<file path="config.mk">
export PLATFORM = sky130hd
export DESIGN_NAME = mem_port_arbiter_flat
export DESIGN_NICKNAME = d
export VERILOG_FILES = /design/src/rtl/mem_port_arbiter_if.sv /design/src/rtl/mem_port_arbiter.sv /design/src/flat_wrapper.sv
export SDC_FILE = /design/constraint.sdc
export NUM_CORES = 1
export LEC_CHECK = 0
export ABC_CLOCK_PERIOD_IN_PS = 1900
export BUFFER_PORTS_ARGS = -buffer_cell sky130_fd_sc_hd__buf_2
export CAP_MARGIN = 20
export CORE_UTILIZATION = 43
export CTS_CLUSTER_DIAMETER = 50
export DETAILED_ROUTE_END_ITERATION = 10
export GPL_ROUTABILITY_DRIVEN = 0
export PLACE_DENSITY = 0.88
export REMOVE_ABC_BUFFERS = 1
export SLEW_MARGIN = 20
export SYNTH_ARGS = -nofsm -noshare
export SYNTH_HDL_FRONTEND = slang
export SYNTH_SLANG_ARGS = --single-unit
</file>
<file path="constraint.sdc">
create_clock -name clk -period 1.9 [get_ports clk]
set_input_delay 0.19 -clock clk [delete_from_list [all_inputs] [get_ports clk]]
set_output_delay 0.19 -clock clk [all_outputs]
set_load 0.01 [all_outputs]
</file>
<file path="src/rtl/mem_port_arbiter_if.sv">
// Bundle of the fetch, data and memory-side signals around the shared memory port.
// slave is the arbiter's view; master is the view of the requesters plus memory.
interface mem_port_arbiter_if #(
    parameter int unsigned DATA_WIDTH = 32
);
    logic                  if_req;
    logic [DATA_WIDTH-1:0] if_addr;
    logic [DATA_WIDTH-1:0] if_rdata;
    logic                  if_done;
    logic                  if_err;

    logic                  dm_req;
    logic                  dm_we;
    logic [DATA_WIDTH-1:0] dm_addr;
    logic [DATA_WIDTH-1:0] dm_wdata;
    logic [1:0]            dm_size;
    logic                  dm_sign;
    logic [DATA_WIDTH-1:0] dm_rdata;
    logic                  dm_done;
    logic                  dm_err;

    logic                  mem_req;
    logic                  mem_we;
    logic [DATA_WIDTH-1:0] mem_addr;
    logic [DATA_WIDTH-1:0] mem_wdata;
    logic [1:0]            mem_size;
    logic                  mem_sign;
    logic [DATA_WIDTH-1:0] mem_rdata;
    logic                  mem_ready;

    modport slave (
        input  if_req, if_addr,
        output if_rdata, if_done, if_err,
        input  dm_req, dm_we, dm_addr, dm_wdata, dm_size, dm_sign,
        output dm_rdata, dm_done, dm_err,
        output mem_req, mem_we, mem_addr, mem_wdata, mem_size, mem_sign,
        input  mem_rdata, mem_ready
    );

    modport master (
        output if_req, if_addr,
        input  if_rdata, if_done, if_err,
        output dm_req, dm_we, dm_addr, dm_wdata, dm_size, dm_sign,
        input  dm_rdata, dm_done, dm_err,
        input  mem_req, mem_we, mem_addr, mem_wdata, mem_size, mem_sign,
        output mem_rdata, mem_ready
    );
endinterface

</file>
<file path="src/rtl/mem_port_arbiter.sv">
// Round-robin arbiter sharing one memory port between instruction fetch and load/store,
// with misalignment rejection and a bounded wait for memory.
module mem_port_arbiter #(
    parameter int unsigned DATA_WIDTH = 32,
    parameter int unsigned TIMEOUT    = 255
) (
    input logic                clk,
    input logic                rst_n,
    mem_port_arbiter_if.slave  bus
);
    localparam logic [1:0] StIdle = 2'd0;
    localparam logic [1:0] StBusy = 2'd1;
    localparam logic [1:0] StResp = 2'd2;

    localparam logic [7:0] TimeoutLast = 8'(TIMEOUT - 1);

    logic [1:0]            state_q,    state_d;
    logic                  last_dm_q,  last_dm_d;
    logic                  win_dm_q,   win_dm_d;
    logic                  err_q,      err_d;
    logic [7:0]            cnt_q,      cnt_d;
    logic                  we_q,       we_d;
    logic [DATA_WIDTH-1:0] addr_q,     addr_d;
    logic [DATA_WIDTH-1:0] wdata_q,    wdata_d;
    logic [1:0]            size_q,     size_d;
    logic                  sign_q,     sign_d;
    logic [DATA_WIDTH-1:0] if_rdata_q, if_rdata_d;
    logic [DATA_WIDTH-1:0] dm_rdata_q, dm_rdata_d;

    logic if_done, dm_done;
    logic if_req_m, dm_req_m;
    logic grant_dm;
    logic dm_misaligned;

    assign if_done = (state_q == StResp) && !win_dm_q;
    assign dm_done = (state_q == StResp) && win_dm_q;

    // A requester still seeing its done pulse must not be granted again off the same level.
    assign if_req_m = bus.if_req & ~if_done;
    assign dm_req_m = bus.dm_req & ~dm_done;
    assign grant_dm = dm_req_m & (~if_req_m | ~last_dm_q);

    assign dm_misaligned = ((bus.dm_size == 2'b01) && bus.dm_addr[0]) ||
                           (bus.dm_size[1] && (bus.dm_addr[1:0] != 2'b00));

    always_comb begin
        state_d    = state_q;
        last_dm_d  = last_dm_q;
        win_dm_d   = win_dm_q;
        err_d      = err_q;
        cnt_d      = cnt_q;
        we_d       = we_q;
        addr_d     = addr_q;
        wdata_d    = wdata_q;
        size_d     = size_q;
        sign_d     = sign_q;
        if_rdata_d = if_rdata_q;
        dm_rdata_d = dm_rdata_q;

        case (state_q)
            StIdle: begin
                if (if_req_m || dm_req_m) begin
                    last_dm_d = grant_dm;
                    win_dm_d  = grant_dm;
                    if (grant_dm && dm_misaligned) begin
                        state_d    = StResp;
                        err_d      = 1'b1;
                        dm_rdata_d = '0;
                    end else begin
                        state_d = StBusy;
                        err_d   = 1'b0;
                        cnt_d   = '0;
                        we_d    = grant_dm & bus.dm_we;
                        addr_d  = grant_dm ? bus.dm_addr : bus.if_addr;
                        wdata_d = grant_dm ? bus.dm_wdata : '0;
                        size_d  = grant_dm ? bus.dm_size : 2'b10;
                        sign_d  = grant_dm & bus.dm_sign;
                    end
                end
            end
            StBusy: begin
                if (bus.mem_ready) begin
                    state_d = StResp;
                    if (win_dm_q) begin
                        dm_rdata_d = we_q ? '0 : bus.mem_rdata;
                    end else begin
                        if_rdata_d = bus.mem_rdata;
                    end
                end else if (cnt_q == TimeoutLast) begin
                    // Abort: the winner sees done+err with zeroed read data.
                    state_d = StResp;
                    err_d   = 1'b1;
                    if (win_dm_q) begin
                        dm_rdata_d = '0;
                    end else begin
                        if_rdata_d = '0;
                    end
                end else begin
                    cnt_d = cnt_q + 8'd1;
                end
            end
            StResp:  state_d = StIdle;
            default: state_d = StIdle;
        endcase
    end

    always_ff @(posedge clk or negedge rst_n) begin
        if (!rst_n) begin
            state_q    <= StIdle;
            last_dm_q  <= 1'b1;
            win_dm_q   <= 1'b0;
            err_q      <= 1'b0;
            cnt_q      <= '0;
            we_q       <= 1'b0;
            addr_q     <= '0;
            wdata_q    <= '0;
            size_q     <= '0;
            sign_q     <= 1'b0;
            if_rdata_q <= '0;
            dm_rdata_q <= '0;
        end else begin
            state_q    <= state_d;
            last_dm_q  <= last_dm_d;
            win_dm_q   <= win_dm_d;
            err_q      <= err_d;
            cnt_q      <= cnt_d;
            we_q       <= we_d;
            addr_q     <= addr_d;
            wdata_q    <= wdata_d;
            size_q     <= size_d;
            sign_q     <= sign_d;
            if_rdata_q <= if_rdata_d;
            dm_rdata_q <= dm_rdata_d;
        end
    end

    assign bus.mem_req   = (state_q == StBusy);
    assign bus.mem_we    = we_q & bus.mem_req;
    assign bus.mem_addr  = addr_q;
    assign bus.mem_wdata = wdata_q;
    assign bus.mem_size  = size_q;
    assign bus.mem_sign  = sign_q;

    assign bus.if_rdata  = if_rdata_q;
    assign bus.if_done   = if_done;
    assign bus.if_err    = if_done & err_q;
    assign bus.dm_rdata  = dm_rdata_q;
    assign bus.dm_done   = dm_done;
    assign bus.dm_err    = dm_done & err_q;
endmodule

</file>
<file path="src/flat_wrapper.sv">
// flat-port wrapper written by rule: the top's interface ports become plain ports
module mem_port_arbiter_flat 
#(
    parameter int unsigned DATA_WIDTH = 32,
    parameter int unsigned TIMEOUT    = 255
)
  (clk, rst_n, bus_if_req, bus_if_addr, bus_if_rdata, bus_if_done, bus_if_err, bus_dm_req, bus_dm_we, bus_dm_addr, bus_dm_wdata, bus_dm_size, bus_dm_sign, bus_dm_rdata, bus_dm_done, bus_dm_err, bus_mem_req, bus_mem_we, bus_mem_addr, bus_mem_wdata, bus_mem_size, bus_mem_sign, bus_mem_rdata, bus_mem_ready);
  mem_port_arbiter_if #(.DATA_WIDTH(DATA_WIDTH)) bus_i ();
  input logic clk;
  input logic rst_n;
  input wire logic [$bits(bus_i.if_req)-1:0] bus_if_req;
  input wire logic [$bits(bus_i.if_addr)-1:0] bus_if_addr;
  output wire logic [$bits(bus_i.if_rdata)-1:0] bus_if_rdata;
  output wire logic [$bits(bus_i.if_done)-1:0] bus_if_done;
  output wire logic [$bits(bus_i.if_err)-1:0] bus_if_err;
  input wire logic [$bits(bus_i.dm_req)-1:0] bus_dm_req;
  input wire logic [$bits(bus_i.dm_we)-1:0] bus_dm_we;
  input wire logic [$bits(bus_i.dm_addr)-1:0] bus_dm_addr;
  input wire logic [$bits(bus_i.dm_wdata)-1:0] bus_dm_wdata;
  input wire logic [$bits(bus_i.dm_size)-1:0] bus_dm_size;
  input wire logic [$bits(bus_i.dm_sign)-1:0] bus_dm_sign;
  output wire logic [$bits(bus_i.dm_rdata)-1:0] bus_dm_rdata;
  output wire logic [$bits(bus_i.dm_done)-1:0] bus_dm_done;
  output wire logic [$bits(bus_i.dm_err)-1:0] bus_dm_err;
  output wire logic [$bits(bus_i.mem_req)-1:0] bus_mem_req;
  output wire logic [$bits(bus_i.mem_we)-1:0] bus_mem_we;
  output wire logic [$bits(bus_i.mem_addr)-1:0] bus_mem_addr;
  output wire logic [$bits(bus_i.mem_wdata)-1:0] bus_mem_wdata;
  output wire logic [$bits(bus_i.mem_size)-1:0] bus_mem_size;
  output wire logic [$bits(bus_i.mem_sign)-1:0] bus_mem_sign;
  input wire logic [$bits(bus_i.mem_rdata)-1:0] bus_mem_rdata;
  input wire logic [$bits(bus_i.mem_ready)-1:0] bus_mem_ready;
  assign bus_i.if_req = bus_if_req;
  assign bus_i.if_addr = bus_if_addr;
  assign bus_if_rdata = bus_i.if_rdata;
  assign bus_if_done = bus_i.if_done;
  assign bus_if_err = bus_i.if_err;
  assign bus_i.dm_req = bus_dm_req;
  assign bus_i.dm_we = bus_dm_we;
  assign bus_i.dm_addr = bus_dm_addr;
  assign bus_i.dm_wdata = bus_dm_wdata;
  assign bus_i.dm_size = bus_dm_size;
  assign bus_i.dm_sign = bus_dm_sign;
  assign bus_dm_rdata = bus_i.dm_rdata;
  assign bus_dm_done = bus_i.dm_done;
  assign bus_dm_err = bus_i.dm_err;
  assign bus_mem_req = bus_i.mem_req;
  assign bus_mem_we = bus_i.mem_we;
  assign bus_mem_addr = bus_i.mem_addr;
  assign bus_mem_wdata = bus_i.mem_wdata;
  assign bus_mem_size = bus_i.mem_size;
  assign bus_mem_sign = bus_i.mem_sign;
  assign bus_i.mem_rdata = bus_mem_rdata;
  assign bus_i.mem_ready = bus_mem_ready;
  mem_port_arbiter #(.DATA_WIDTH(DATA_WIDTH), .TIMEOUT(TIMEOUT)) u_core (.clk(clk), .rst_n(rst_n), .bus(bus_i));
endmodule
</file>
### Yosys cells after proc, flatten, opt, wreduce, memory -nomap -nowiden

Cells that the tools add are included.
Widths: inputs -> output; s select.

* shifts and indexed selects: 0
* multiply operators: 0
* mux-type cells: 30
* eq/ne operators: 12
* bitwise logic cells: 15
* add/subtract/negate cells: 1
* reduce and logical (&&, ||, !) cells: 19
* divide/modulo/power cells: 0
* order comparisons: 0

Operator list (number)
* $mux 32: 13
* $pmux 32 s2: 1
* $mux 8: 4
* $pmux 8 s2: 1
* $mux 2: 5
* $ne 2x2->1 const B: 5
* $reduce_and 5->1: 2
* $add 8x1->8 const B: 1
* $and 1x1->1: 8
* $eq 8x8->1 const B: 1
* $not 1->1: 6
* $reduce_and 3->1: 2
* $reduce_bool 2->1: 3
* $logic_and 1x1->1: 5
* $eq 2x1->1 const B: 2
* $mux 1: 4
* $ne 2x1->1 const B: 2
* $pmux 2 s2: 1
* $reduce_and 2->1: 2
* $reduce_and 4->1: 1
* $ne 3x3->1 const B: 1
* $eq 2x2->1 const B: 1
* $logic_not 2->1: 1
* $logic_or 1x1->1: 2
* 3 further kinds: 3

* memories kept: 0
* register bits: 145
* input port bits: 137
* memory bits (read-only): 0
* RAM bits: 0
* latch bits: 0
* output and inout port bits: 137
* logic and storage cells: 89

### Longest topological paths before layout

* word-level depth: 11
* depth in mapped cells: 8
* depth with buffers taken out: 6

### Least setup slack after synthesis

Ideal clock, no wire load.

* path kind: register to register
* from: register u_core.state_q[0]
* to: register u_core.addr_q[10], in the netlist u_core.bus.mem_addr[10]
* stages on the path, launching flop included: 8
* period minus slack after synthesis: 1996 ps
* arrival: 1871 ps
* slack: -96 ps
* required time: 1775 ps
* library setup time: 125 ps
* path buffers: 3
* cell sequence: dfrtp_1 buf_4 nand2b_1 a311o_1 buf_6 buf_6 mux2_4 mux2_4

* longest elaborated chain between the ends: 10
* elaborated cells between the ends (all ways): 16
* those cells by class: 1 x eq/ne; 1 x mux; 8 x bitwise; 6 x reduce/logical

Ends and longest elaborated chain
* start: declaration: RTL line mem_port_arbiter.sv:17 `logic [1:0] state_q, state_d;`
* start signal: assignment: RTL line mem_port_arbiter.sv:109 `state_q <= StIdle;`
* start signal: assignment: RTL line mem_port_arbiter.sv:122 `state_q <= state_d;`
* $eq 2x2->1: RTL line mem_port_arbiter.sv:35, mem_port_arbiter.sv:36
* $logic_and 1x1->1: RTL line mem_port_arbiter.sv:35 `assign if_done = (state_q == StResp) && !win_dm_q;`
* $not 1->1: RTL line mem_port_arbiter.sv:39 `assign if_req_m = bus.if_req & ~if_done;`
* $and 1x1->1: RTL line mem_port_arbiter.sv:39
* $not 1->1: RTL line mem_port_arbiter.sv:41 `assign grant_dm = dm_req_m & (~if_req_m | ~last_dm_q);`
* $or 1x1->1: RTL line mem_port_arbiter.sv:41
* $and 1x1->1: RTL line mem_port_arbiter.sv:41
* $logic_and 1x1->1: RTL line mem_port_arbiter.sv:65 `if (grant_dm && dm_misaligned) begin`
* $not 1->1 (no source line)
* $reduce_and 3->1 (no source line)
* end signal: assignment: RTL line mem_port_arbiter.sv:128 `addr_q <= addr_d;`
* end: declaration: RTL line mem_port_arbiter.sv:23 `logic [DATA_WIDTH-1:0] addr_q, addr_d;`

Several ways; a longest one is shown, not always the timed one.
A chain may end at the register's enable or synchronous reset.

### Worst setup path after layout

* from: register u_core.state_q[1]
* to: register u_core.addr_q[17], in the netlist u_core.bus.mem_addr[17]

Same word-level chain as after synthesis.

==> flow_metrics.tcl <==
set metrics [dict create \
    finalSetupViolCount 64 \
    hold_violations 0 \
    fin_crit_ns 1.98 \
    violations "setup timing" \
    antenna_found_initial 0 \
    swShare 0.357 \
    power_frac_clock 0.219 \
    crit_chain "and3b_2 > a311o_2 > clkbuf_16 > mux2_4 > mux2_4" \
    yosys.area.top_type_share 0.557 \
    start_util 0.444 \
    status "finished, violations left" \
    cts_buffers 17 \
    path_class "reg -> reg" \
    yosysMostFrequentCell "dfrtp_1" \
    syn2layout_area_growth_pct 43.7 \
    p_leak_nw 4.86 \
    slew_headroom 0.682 \
    drtIter0Drc 396 \
    path_delay_family "multiplexers" \
    drtPass1Iterations 5 \
    critPathMaxFanout 16 \
    r2r_start "u_core.state_q[1]$_DFFE_PN0P_" \
    yosysWarnings 0 \
    port_buffers 273 \
    min_period_over_period 1.04 \
    clkTransAtPathRegs_ns 0.06 \
    met2WireLength_mm 9.63 \
    die-area_um2 15500 \
    grt_pass1_wl_mm 29.0 \
    synth_area_um2 6470 \
    top_layer_used "met4" \
    vias 5443 \
    endpoint_kind "flip-flop" \
    synth_ff_type "dfrtp_1" \
    synth_largest_area_cell "dfrtp_1" \
    register_area_um2 3630 \
    cp.required_ns 2.19 \
    clockBufferDepth 2 \
    crit_path_max_incr_delay_ns 0.42 \
    min_from "bus_dm_wdata[21]" \
    clock_latency_ns 0.41 \
    die_y_um 125 \
    final.setup.worst_slack_ns -0.0806 \
    dpl_cell_area_um2 8250 \
    worstPathArrival_ns 2.27 \
    final_area_um2 9300 \
    via_per_inst 5.24 \
    fin_nets 981 \
    wl_per_cell_um 18.0 \
    tightest_slew_ns 0.477 \
    fp-row-count 44 \
    max-vdd-ir-drop_uv 884 \
    synth_edf_count 0 \
    p_int_w 0.0103 \
    syn_avg_cell_area_um2 12.5 \
    combPwrFrac 0.438 \
    synth.area.top_cells "dfrtp_1 56%, mux2_4 11%, a22o_1 6.8%, a22oi_1 3.7%, inv_1 3.2%" \
    met1_length_mm 7.56 \
    multi_input_area_um2 2530 \
    wl_mm 18.7 \
    grt_max_degree 49 \
    critPathLaunchType "flip-flop" \
    fmax_mhz 505 \
    dp_hpwl_mm 12.5 \
    grt_setup_unrepaired "yes" \
    cts-root-buf "clkbuf_16" \
    fillers 1087 \
    cp_num_buf_inv 1 \
    synth-seq-cells 145 \
    hp-class "in -> reg" \
    dr_wl_met3_mm 1.06 \
    whs_path_depth 3 \
    ant_nets 0 \
    core_area_um2 14600 \
    switching_power_w 0.00571 \
    synthTopCellsByCount "144 x dfrtp_1, 56 x inv_1, 50 x a22o_1" \
    postSynthCellCount 519 \
    grt_usage 0.238 \
    ios 274 \
    drc 0 \
    die_w_um 125 \
    slowest_stage "dfrtp_1" \
    crit_start "u_core.state_q[1]$_DFFE_PN0P_" \
    grt_overflow_total 0 \
    synthArstFlopShare 1.00 \
    final_layout_size_suffix_gt1_frac 0.491 \
    path_depth 5 \
    clock_sinks 145 \
    p_per_area_nw_per_um2 1720 \
    cap_violations 0 \
    pwr-share-seq 0.344 \
    synth_cell_type_count 41 \
    cts_tree "built" \
    htreeDepth 4 \
    grt_pass1_vias 5653 \
    diodes 0 \
    r2r_cells 5 \
    cp_common_cell "mux2_4" \
    skew_ns 0.00908 \
    yosysSeqAreaShare 0.561 \
    power_w 0.0160 \
    slew_violations 0 \
]
[logic make-up (layout without fill, tap and decap cells)]
group	after synthesis	after routing	synth area share
AO/OA/AOI/OAI	147	147	0.166
flip-flops	145	145	0.561
buffers and inverters	89	425	0.0597
multiplexers	83	83	0.169
AND/OR/NAND/NOR	52	52	0.0391
adder cells (fa/ha/maj)	2	2	0.00387
XOR/XNOR	1	1	0.00135
[power groups by stage]
| stage | Clock, W | Sequential (W) | Combinational (W) |
|---|---|---|---|
| final | 0.00350 | 0.00550 | 0.00700 |
| after global routing | 0.00369 | 0.00566 | 0.00752 |
| after CTS | 0.00357 | 0.00546 | 0.00665 |
| after detailed placement | 0 | 0.00546 | 0.00655 |
| after global placement | 0 | 0.00541 | 0.00634 |
| after floorplan | 0 | 0.00614 | 0.00301 |
[per-layer routing]
layer | vias to the layer above | track usage
met3 | 36 | 0.0576
met4 | 0 | 0.0992
li1 | 2505 | -
met2 | 221 | 0.410
met1 | 2681 | 0.282
met5 | - | 0
[tightest hold or removal path, stage by stage]
cell	delay, ns
buf_2	0.09
nand2_1	0.04
mux2i_1	0.06
[area by class of cell]
cell class,instances,share of cell area
Multi-Input combinational cell,285,0.272
Tap cell,184,0.0247
Sequential cell,145,0.390
Timing Repair Buffer,337,0.224
Inverter,56,0.0226
Clock buffer,19,0.0465
Clock inverter,13,0.0200
[sequential cells by signal, indices dropped and copies added, names as in the netlist]
name,cells
u_core.bus.mem_sign,1
u_core.bus.dm_rdata,32
u_core.we_q,1
u_core.bus.mem_size,2
u_core.cnt_q,8
u_core.win_dm_q,1
u_core.bus.mem_addr,32
u_core.last_dm_q,1
u_core.state_q,2
u_core.err_q,1
u_core.bus.if_rdata,32
u_core.bus.mem_wdata,32
[timing repair]
item	CTS	global route
hold endpoints to repair	68	0
hold buffers	25	0
endpoints found under the setup margin	51	95
buffers inserted	2	4
pin swaps	1	1
cloned	0	3
gates resized for setup	2	33
[path summary, 6_finish.rpt]
kind / endpoint / slack (ns)
setup / recovery: u_core.bus.mem_addr[17]$_DFFE_PN0P_ / -0.08
hold / removal: u_core.bus.mem_wdata[21]$_DFFE_PN0P_ / 0.02
setup reg to reg: u_core.bus.mem_addr[17]$_DFFE_PN0P_ / -0.08
hold reg to reg: u_core.bus.if_rdata[11]$_DFFE_PN0P_ / 0.50
max in group asynchronous: u_core.bus.mem_wdata[8]$_DFFE_PN0P_ / 1.01
min in group asynchronous: u_core.bus.if_rdata[18]$_DFFE_PN0P_ / 0.28
[stage by stage]
step                hold slack [ns]  setup slack, ns  cells   util  setup TNS [ns]
floorplan                    -0.106            -2.17    486      -         -204.37
global placement              0.165        -0.000775    973  0.565       -0.000775
detailed placement            0.165          -0.0931    973  0.565           -1.13
CTS                        0.000258          -0.0616   1032  0.626           -1.08
global route                0.00220           -0.101   1039  0.638           -4.37
finish                       0.0225          -0.0806   1039  0.638           -2.49
[placed cells by master, fill, tap and decap left out, types with 16 or more instances in the layout]
master         count
a22o_1            50
a22oi_1           32
buf_2            272
buf_4             26
clkbuf_16         20
dfrtp_1          144
dlygate4sd3_1     25
inv_1             56
mux2_4            55
mux2i_1           19
nand2_1           23
o21ai_0           16
o21ai_1           21
No activity file was read; power rests on OpenSTA's default activity.
